`src/rtl/mux_pkg.sv`:
```
// Shared constants for the round-robin 2:1 stream multiplexer and its arbiter.
// Optional build macro recognised by the slice: MUX_PKT_LOCK_EN (packet lock).
package mux_pkg;

  localparam int DEF_DATA_W = 8;

  localparam logic SRC0 = 1'b0;
  localparam logic SRC1 = 1'b1;

  function automatic logic [1:0] idx_to_onehot(input logic idx);
    return {idx, ~idx};
  endfunction

endpackage

```
`src/rtl/rr_arb2.sv`:
```
// Two-requester round-robin arbiter with a registered priority pointer.
// With MUX_PKT_LOCK_EN defined, a grant sticks to one source until it sends last.
module rr_arb2
  import mux_pkg::*;
(
  input  logic       clk,
  input  logic       rst_n,
  input  logic [1:0] req,
  input  logic       advance,
  input  logic       last,
  output logic [1:0] grant,
  output logic       grant_idx
);

  // ptr names the source that wins when both request
  logic ptr;
  logic arb_idx;
  logic arb_any;
  logic grant_any;

  always_comb begin
    arb_idx = SRC0;
    arb_any = 1'b0;
    if (req == 2'b11) begin
      arb_idx = ptr;
      arb_any = 1'b1;
    end else if (req[1]) begin
      arb_idx = SRC1;
      arb_any = 1'b1;
    end else if (req[0]) begin
      arb_idx = SRC0;
      arb_any = 1'b1;
    end
  end

`ifdef MUX_PKT_LOCK_EN
  logic lock;
  logic lock_src;

  // A held packet keeps its grant even while its source idles, so the other
  // source can never interleave beats into it.
  always_comb begin
    grant_idx = lock ? lock_src : arb_idx;
    grant_any = lock | arb_any;
  end

  always_ff @(posedge clk or negedge rst_n) begin
    if (!rst_n) begin
      ptr      <= SRC0;
      lock     <= 1'b0;
      lock_src <= SRC0;
    end else if (advance) begin
      lock     <= !last;
      lock_src <= grant_idx;
      if (last) begin
        ptr <= ~grant_idx;
      end
    end
  end
`else
  logic unused_last;
  assign unused_last = last;

  always_comb begin
    grant_idx = arb_idx;
    grant_any = arb_any;
  end

  always_ff @(posedge clk or negedge rst_n) begin
    if (!rst_n) begin
      ptr <= SRC0;
    end else if (advance) begin
      ptr <= ~grant_idx;
    end
  end
`endif

  assign grant = grant_any ? idx_to_onehot(grant_idx) : 2'b00;

endmodule

```
`src/rtl/stream_mux_2to1_rr.sv`:
```
// Registered 2:1 stream mux: round-robin arbiter plus a single-entry output register.
// Build macro MUX_PKT_LOCK_EN switches the arbiter to whole-packet grants.
module stream_mux_2to1_rr
  import mux_pkg::*;
#(
  parameter int DATA_W = DEF_DATA_W
) (
  input  logic              clk,
  input  logic              rst_n,
  input  logic              in0_valid,
  output logic              in0_ready,
  input  logic [DATA_W-1:0] in0_data,
  input  logic              in0_last,
  input  logic              in1_valid,
  output logic              in1_ready,
  input  logic [DATA_W-1:0] in1_data,
  input  logic              in1_last,
  output logic              out_valid,
  input  logic              out_ready,
  output logic [DATA_W-1:0] out_data,
  output logic              out_last,
  output logic              out_sel
);

  // Handshake: a beat moves on any edge where valid && ready; a producer keeps
  // valid and payload stable until it does, and ready never waits on valid of
  // its own stream except through grant selection.
  logic [1:0]        grant;
  logic              grant_idx;
  logic              load_en;
  logic              xfer;
  logic [DATA_W-1:0] sel_data;
  logic              sel_last;

  rr_arb2 u_arb (
    .clk       (clk),
    .rst_n     (rst_n),
    .req       ({in1_valid, in0_valid}),
    .advance   (xfer),
    .last      (sel_last),
    .grant     (grant),
    .grant_idx (grant_idx)
  );

  assign load_en   = !out_valid || out_ready;
  assign in0_ready = load_en && grant[0];
  assign in1_ready = load_en && grant[1];
  assign xfer      = (in0_valid && in0_ready) || (in1_valid && in1_ready);

  assign sel_data = (grant_idx == SRC1) ? in1_data : in0_data;
  assign sel_last = (grant_idx == SRC1) ? in1_last : in0_last;

  // Payload holds after a drain so downstream debug sees the last beat sent.
  always_ff @(posedge clk or negedge rst_n) begin
    if (!rst_n) begin
      out_valid <= 1'b0;
      out_data  <= '0;
      out_last  <= 1'b0;
      out_sel   <= SRC0;
    end else if (xfer) begin
      out_valid <= 1'b1;
      out_data  <= sel_data;
      out_last  <= sel_last;
      out_sel   <= grant_idx;
    end else if (out_ready) begin
      out_valid <= 1'b0;
    end
  end

endmodule
```
`config.mk`:
```
export PLATFORM = sky130hd
export DESIGN_NAME = stream_mux_2to1_rr
export DESIGN_NICKNAME = d
export VERILOG_FILES = /design/src/rtl/mux_pkg.sv /design/src/rtl/rr_arb2.sv /design/src/rtl/stream_mux_2to1_rr.sv
export SDC_FILE = /design/constraint.sdc
export NUM_CORES = 1
export LEC_CHECK = 0
export BUFFER_PORTS_ARGS = -buffer_cell sky130_fd_sc_hd__clkbuf_2
export CAP_MARGIN = 20
export CELL_PAD_IN_SITES_DETAIL_PLACEMENT = 0
export CELL_PAD_IN_SITES_GLOBAL_PLACEMENT = 1
export CORE_UTILIZATION = 26
export DETAILED_ROUTE_END_ITERATION = 12
export PLACE_DENSITY = 0.71
export SYNTH_ARGS = -nofsm -noshare
export SYNTH_HDL_FRONTEND = slang
export SYNTH_SLANG_ARGS = --single-unit
```
`constraint.sdc`:
```
create_clock -name clk -period 1 [get_ports clk]
set_input_delay 0.05 -clock clk [delete_from_list [all_inputs] [get_ports clk]]
set_output_delay 0.05 -clock clk [all_outputs]
set_load 0.05 [all_outputs]
```
==> results of run 1 <==
==> worst min path at each step <==
stage / end / cells past startpoint
after floorplan: out_data[0] / 0
after global placement: out_sel / 1
after detailed placement: out_last / 1
after CTS: out_last / 3
after global routing: out_data[7] / 3
final: out_data[4] / 3
==> repair_timing <==
item | 4_1_cts | 5_1_grt
hold buffers | 1 | 0
gates resized for setup | 20 | 8
setup buffers | 5 | 1
endpoints found under the setup margin | 12 | 15
pin swaps | 8 | 8
endpoints found under the hold margin | 12 | 0
cloned | 1 | 0
==> worst register-to-register path, delay by kind of cell, from the launching register on <==
| family | cells | cell delay [ns] |
|---|---|---|
| compound gates | 2 | 0.15 |
| buf+inv | 3 | 0.38 |
| flops | 1 | 0.39 |
| simple gates | 1 | 0.08 |
==> state kept, by name, summed over array words and instances, names as in the netlist <==
| signal | flops |
|---|---|
| out_data | 8 |
| u_arb.ptr | 1 |
| out_sel | 1 |
| out_last | 1 |
| out_valid | 1 |
==> cell type report <==
cell class	instances	area, sq um
fill	228	1140
multi-input combinational	49	327
timing repair buffer	52	357
inverter	1	3.75
tap	28	35.0
sequential	12	302
clock buffer	4	26.3
==> logic make-up (layout without fill, tap and decap cells) <==
family	count (synthesis)	count (layout)
buf+inv	6	57
flops	12	12
compound gates	31	31
simple gates	17	18
==> power groups by stage <==
stage / clock, W / combinational, W / sequential [W]
after floorplan: 0 / 0.000227 / 0.000870
after global placement: 0 / 0.000702 / 0.000617
after detailed placement: 0 / 0.000708 / 0.000622
after CTS: 0.000330 / 0.000807 / 0.000613
after global routing: 0.000353 / 0.000861 / 0.000624
final: 0.000322 / 0.000805 / 0.000613
==> metrics by stage <==
stage                     power, W  worst slack, ns  std cells
after floorplan            0.00110           -0.166         66
after global placement     0.00132          -0.0877        135
after detailed placement   0.00133           -0.131        135
after CTS                  0.00175           -0.222        146
after global routing       0.00184           -0.249        146
final                      0.00174           -0.210        146
==> layer usage <==
metal  global-route usage, %  vias to the layer above  wire length (microns)
met5                       0                        -                      0
met4                    8.57                        0                     31
met3                    2.47                        4                     86
met2                    25.5                       22                    902
met1                    22.8                      329                    812
li1                        -                      353                      -
==> placed cells by master (no fill, tap or decap), types with 2 or more instances in the layout <==
cell and instances:
dfrtp_1 11, and2b_2 2, buf_6 3, a31oi_1 10
nand2b_4 2, clkbuf_2 28, nand3_1 9, buf_4 13
a21oi_2 3, a21oi_1 7, buf_2 3, clkbuf_4 5
o21ai_1 9
==> out/results.txt, run 1 <==
Status: finished with violations
Violated checks: negative setup slack
DR vias/cell: 4.85
Routed len/inst: 12.5 microns
Clock Pin Slew Worst Setup and Hold Paths: 0.08 ns
Async set-reset flop share out of synthesis: 100%
Crit start category: flop
Detailed-route DRC error count: 0
Tightest Pin Transition: 0.301 ns
Gr usage total: 16.8%
Post-synth EDFFs: 0
Main combinational cell family by area after synthesis: compound AO/OA/AOI/OAI gates
Synth Area in Simple Gates: 15.7%
Final Skew: 0.00230 ns
CP required: 0.95 ns
Clock power frac: 18.5%
Main flop type after synthesis: dfrtp_1
Worst r2r src: out_valid
P per Cell Area: 1660 nW/um^2
First element of the critical path: out_valid
Flops & latches, synth: 12
Hold Path Class: in2reg
Core Region: 2190 sq um
Area grow syn2layout: 75.5%
WHS: 0.0252 ns
Post-synthesis xor/xnor area fraction: 0%
Post-Synth Adder-Cell Area: 0%
Syn Inst Count: 66
Row cnt: 17
Die H: 50.0 microns
Combinational Power Share: 46.3%
1st-iter DRT viols: 6
Clk_lat worst skew: 0.27 ns
Worst Path Class, Setup: reg2out
Clock Tree Buf Depth: 2
CP max stage cell: dfrtp_2
Setup slack, reg-to-reg: -0.11 ns
Setup crit end: in1_ready
Average size of a mapped cell: 9.06 sq um
Pin count of the biggest net entering global routing: 14
Final slew viol count: 0
HPWL after DPL: 1350 microns
IO buf count: 35
Post-synth top cells: dfrtp_1, a21oi_1, a31oi_1
R2r endpoint: out_last
Full die area: 2500 sq um
CP Max Fanout: 4
Area of placed instances: 911 sq um
Most common cell in the netlist: dfrtp_1
Min Tclk post-route: 1.21 ns
Sequential area share after synthesis: 50.2%
TritonCTS clock tree: yes
R2R cell count: 6
Mapped Nets: 89
Net Sw Frac: 40.8%
CP top delay family: flip-flops
Leakage power: 0.503 nW
Hold path start: in0_data[4]
Worst setup EP type: output pin
Share of post-route cells with drive strength above 1: 55.9%
Antenna Nets Post-Route: 0
Die Span X: 50.0 microns
Sink Count: 12
GRT Residual Overflow: 0
Ant. Diodes: 0
First-pass GRT wire length: 3040 microns
H-tree Lvls: 1
WP buf/inv: 1
Worst slew margin: 79.9%
CP Data Arrival Time: 1.16 ns
Design Area, Final: 1050 sq um
Number of global-route vias before repair: 655
CTS root buf: clkbuf_4
Final worst setup slack: -0.210 ns
WL final: 1830 microns
Switching pwr: 0.000710 W
# setup viols final: 13
Top-area cell type share of the netlist area: 50.2%
Path length in cells of the critical path: 3
Nets: 142
Boundary Pins: 36
Via count: 708
Initial antenna violation count: 0
Synth area leader: dfrtp_1
Seq pwr share: 35.2%
Number of max-cap violations: 0
Num CTS Buffers: 3
Int Power: 0.00103 W
Achievable Freq: 0.826 GHz
Yosys Warn Count: 0
Fin crit share: 121%
Placer Congestion: 0.798
Synth area leaders: dfrtp_1, a31oi_1, a21oi_1
Post-synthesis cell area: 598 sq um
Initial Util: 27.3%
Endpoints failing hold: 0
Mux share of post-synthesis cell area: 0%
Unrepaired setup endpoints after global routing: yes
Compound-Gate Fraction of Synth Area: 28.5%
Worst vdd ir: 0.000621 V
TNS Setup: -1.22 ns
Total iterations of the first detailed-routing run: 6
Unique masters post-synth: 16
Largest stage delay on the critical path: 0.43 ns
Critical Path, Cell by Cell: nand2b_4 -> and3_4 -> clkbuf_16
Fin util: 47.9%
Power figures use the tool's default switching activity.
==> run 2, diff against run 1 <==
CORE_UTILIZATION = 30   (was 26)
PLACE_DENSITY = 0.77   (was 0.71)
clock period = 1.5 ns   (was 1 ns; I/O delays follow)
==> out/results.txt, run 2 (synthesis gave the netlist of run 1 again) <==
WL final: 1690 microns
Met3 Resource Use GR: 5.10%
Postcts setup bufs: 0
Endpoints failing hold: 0
Share of post-route cells with drive strength above 1: 44.2%
# setup viols final: 0
Biggest register: out_data
Die H: 46.7 microns
Sink Count: 12
Max reg flops: 8
TNS Setup: 0 ns
Tightest Pin Transition: 0.339 ns
Die Span X: 46.7 microns
Final worst setup slack: 0.0613 ns
Gr usage total: 17.4%
GRT Residual Overflow: 0
Worst slew margin: 77.4%
TritonCTS clock tree: yes
Final Skew: 0.00110 ns
Status: completed
Full die area: 2180 sq um
CP max stage cell: dfrtp_1
H-tree Lvls: 1
Total iterations of the first detailed-routing run: 4
Num CTS Buffers: 3
Initial Util: 33.2%
Row cnt: 15
Boundary Pins: 36
CP Max Fanout: 6
HPWL after DPL: 1280 microns
Top Usage Layer GRT: met2
Inst Count DP: 124
IO buf count: 35
Initial antenna violation count: 0
Worst setup EP type: output pin
GR Util met2: 28.1%
Unrepaired setup endpoints after global routing: no
Clock Pin Slew Worst Setup and Hold Paths: 0.08 ns
Clock Tree Buf Depth: 2
GR Util met1: 20.1%
Antenna Nets Post-Route: 0
Achievable Freq: 0.695 GHz
Most frequent cells in the layout: clkbuf_2, dfrtp_1, a21oi_1, a31oi_1
Final slew viol count: 0
Most common cell after layout, fill and taps aside: clkbuf_2
CP required: 1.42 ns
Placer Congestion: 0.743
Largest stage delay on the critical path: 0.43 ns
Area grow syn2layout: 43.5%
First-pass GRT wire length: 2550 microns
Critical Path, Cell by Cell: nand2b_2 -> and3_1 -> clkbuf_4
Hold Path Class: in2reg
Place WS: 0.231 ns
Fin crit share: 95.9%
Via count: 653
Number of global-route vias before repair: 593
Post-route insts no fill: 129
Clk_lat worst skew: 0.27 ns
P per Cell Area: 1270 nW/um^2
Leakage power: 0.410 nW
Min Tclk post-route: 1.44 ns
CTS root buf: clkbuf_4
Worst vdd ir: 0.000546 V
Core Region: 1800 sq um
Worst Path Class, Setup: reg2out
Number of max-cap violations: 0
Crit start category: flop
Nets: 128
Routed len/inst: 13.1 microns
DR vias/cell: 5.06
1st-iter DRT viols: 9
Pin count of the biggest net entering global routing: 14
Detailed-route DRC error count: 0
Ant. Diodes: 0
CP Data Arrival Time: 1.36 ns
[run 2: cell types whose count changed in the layout (fill, tap and decap cells not counted), moves of 3 or more]
cell	before	now
buf_2	3	0
o21ai_0	0	9
buf_6	3	0
o21ai_1	9	0
clkbuf_2	28	33
a21oi_1	7	10
buf_4	13	3
[run 2: through the flow]
stage / hold WS (ns) / utilization [%] / total power (W) / area (sq um)
after CTS: 0.0457 / 47.5 / 0.00109 / 856
after floorplan: -0.221 / - / 0.000706 / 603
final: 0.0466 / 47.6 / 0.00109 / 858
after global routing: 0.0599 / 47.6 / 0.00114 / 858
after detailed placement: -0.0226 / 44.5 / 0.000824 / 802
after global placement: -0.0238 / 44.5 / 0.000819 / 802
[run 2: what timing repair did]
action | in CTS | in global routing
gates resized for setup | 3 | 1
setup endpoints to repair | 2 | 2
gates cloned | 0 | 0
hold endpoints to repair | 12 | 0
hold buffers | 1 | 0
[run 2: worst max-delay path: cells and delay by family, from the launching register on]
family                 cells  cell delay (ns)
buffers and inverters      1             0.21
AND/OR/NAND/NOR            2             0.45
flip-flops                 1             0.43
[run 2: worst paths after layout]
path	startpoint	end	slack (ns)	cells past startpoint
max in group asynchronous	rst_n	out_valid	1.05	2
min in group asynchronous	rst_n	out_data[4]	0.21	2
worst max-delay path	u_arb.ptr	in1_ready	0.06	3
worst min-delay path	in0_last	out_last	0.05	3
worst min register to register	out_sel	out_sel	0.49	1
worst max register to register	u_arb.ptr	out_data[1]	0.28	3
[run 2: layout make-up]
class	instances	area, sq um
fill	193	943
sequential	12	302
multi-input combinational	48	273
timing repair buffer	39	213
clock buffer	4	36.3
tap	25	31.3
inverter	1	3.75
[run 2: power by group]
| part | internal [W] | total [W] | switching, W |
|---|---|---|---|
| sequential | 0.000376 | 0.000410 | 0.0000339 |
| clock | 0.000148 | 0.000263 | 0.000116 |
| combinational | 0.000116 | 0.000414 | 0.000297 |
[run 2: layer usage]
layer  up-vias  wire [microns]
met5         -               0
met4         0              35
met3         4             120
met2        25             826
met1       301             708
li1        323               -
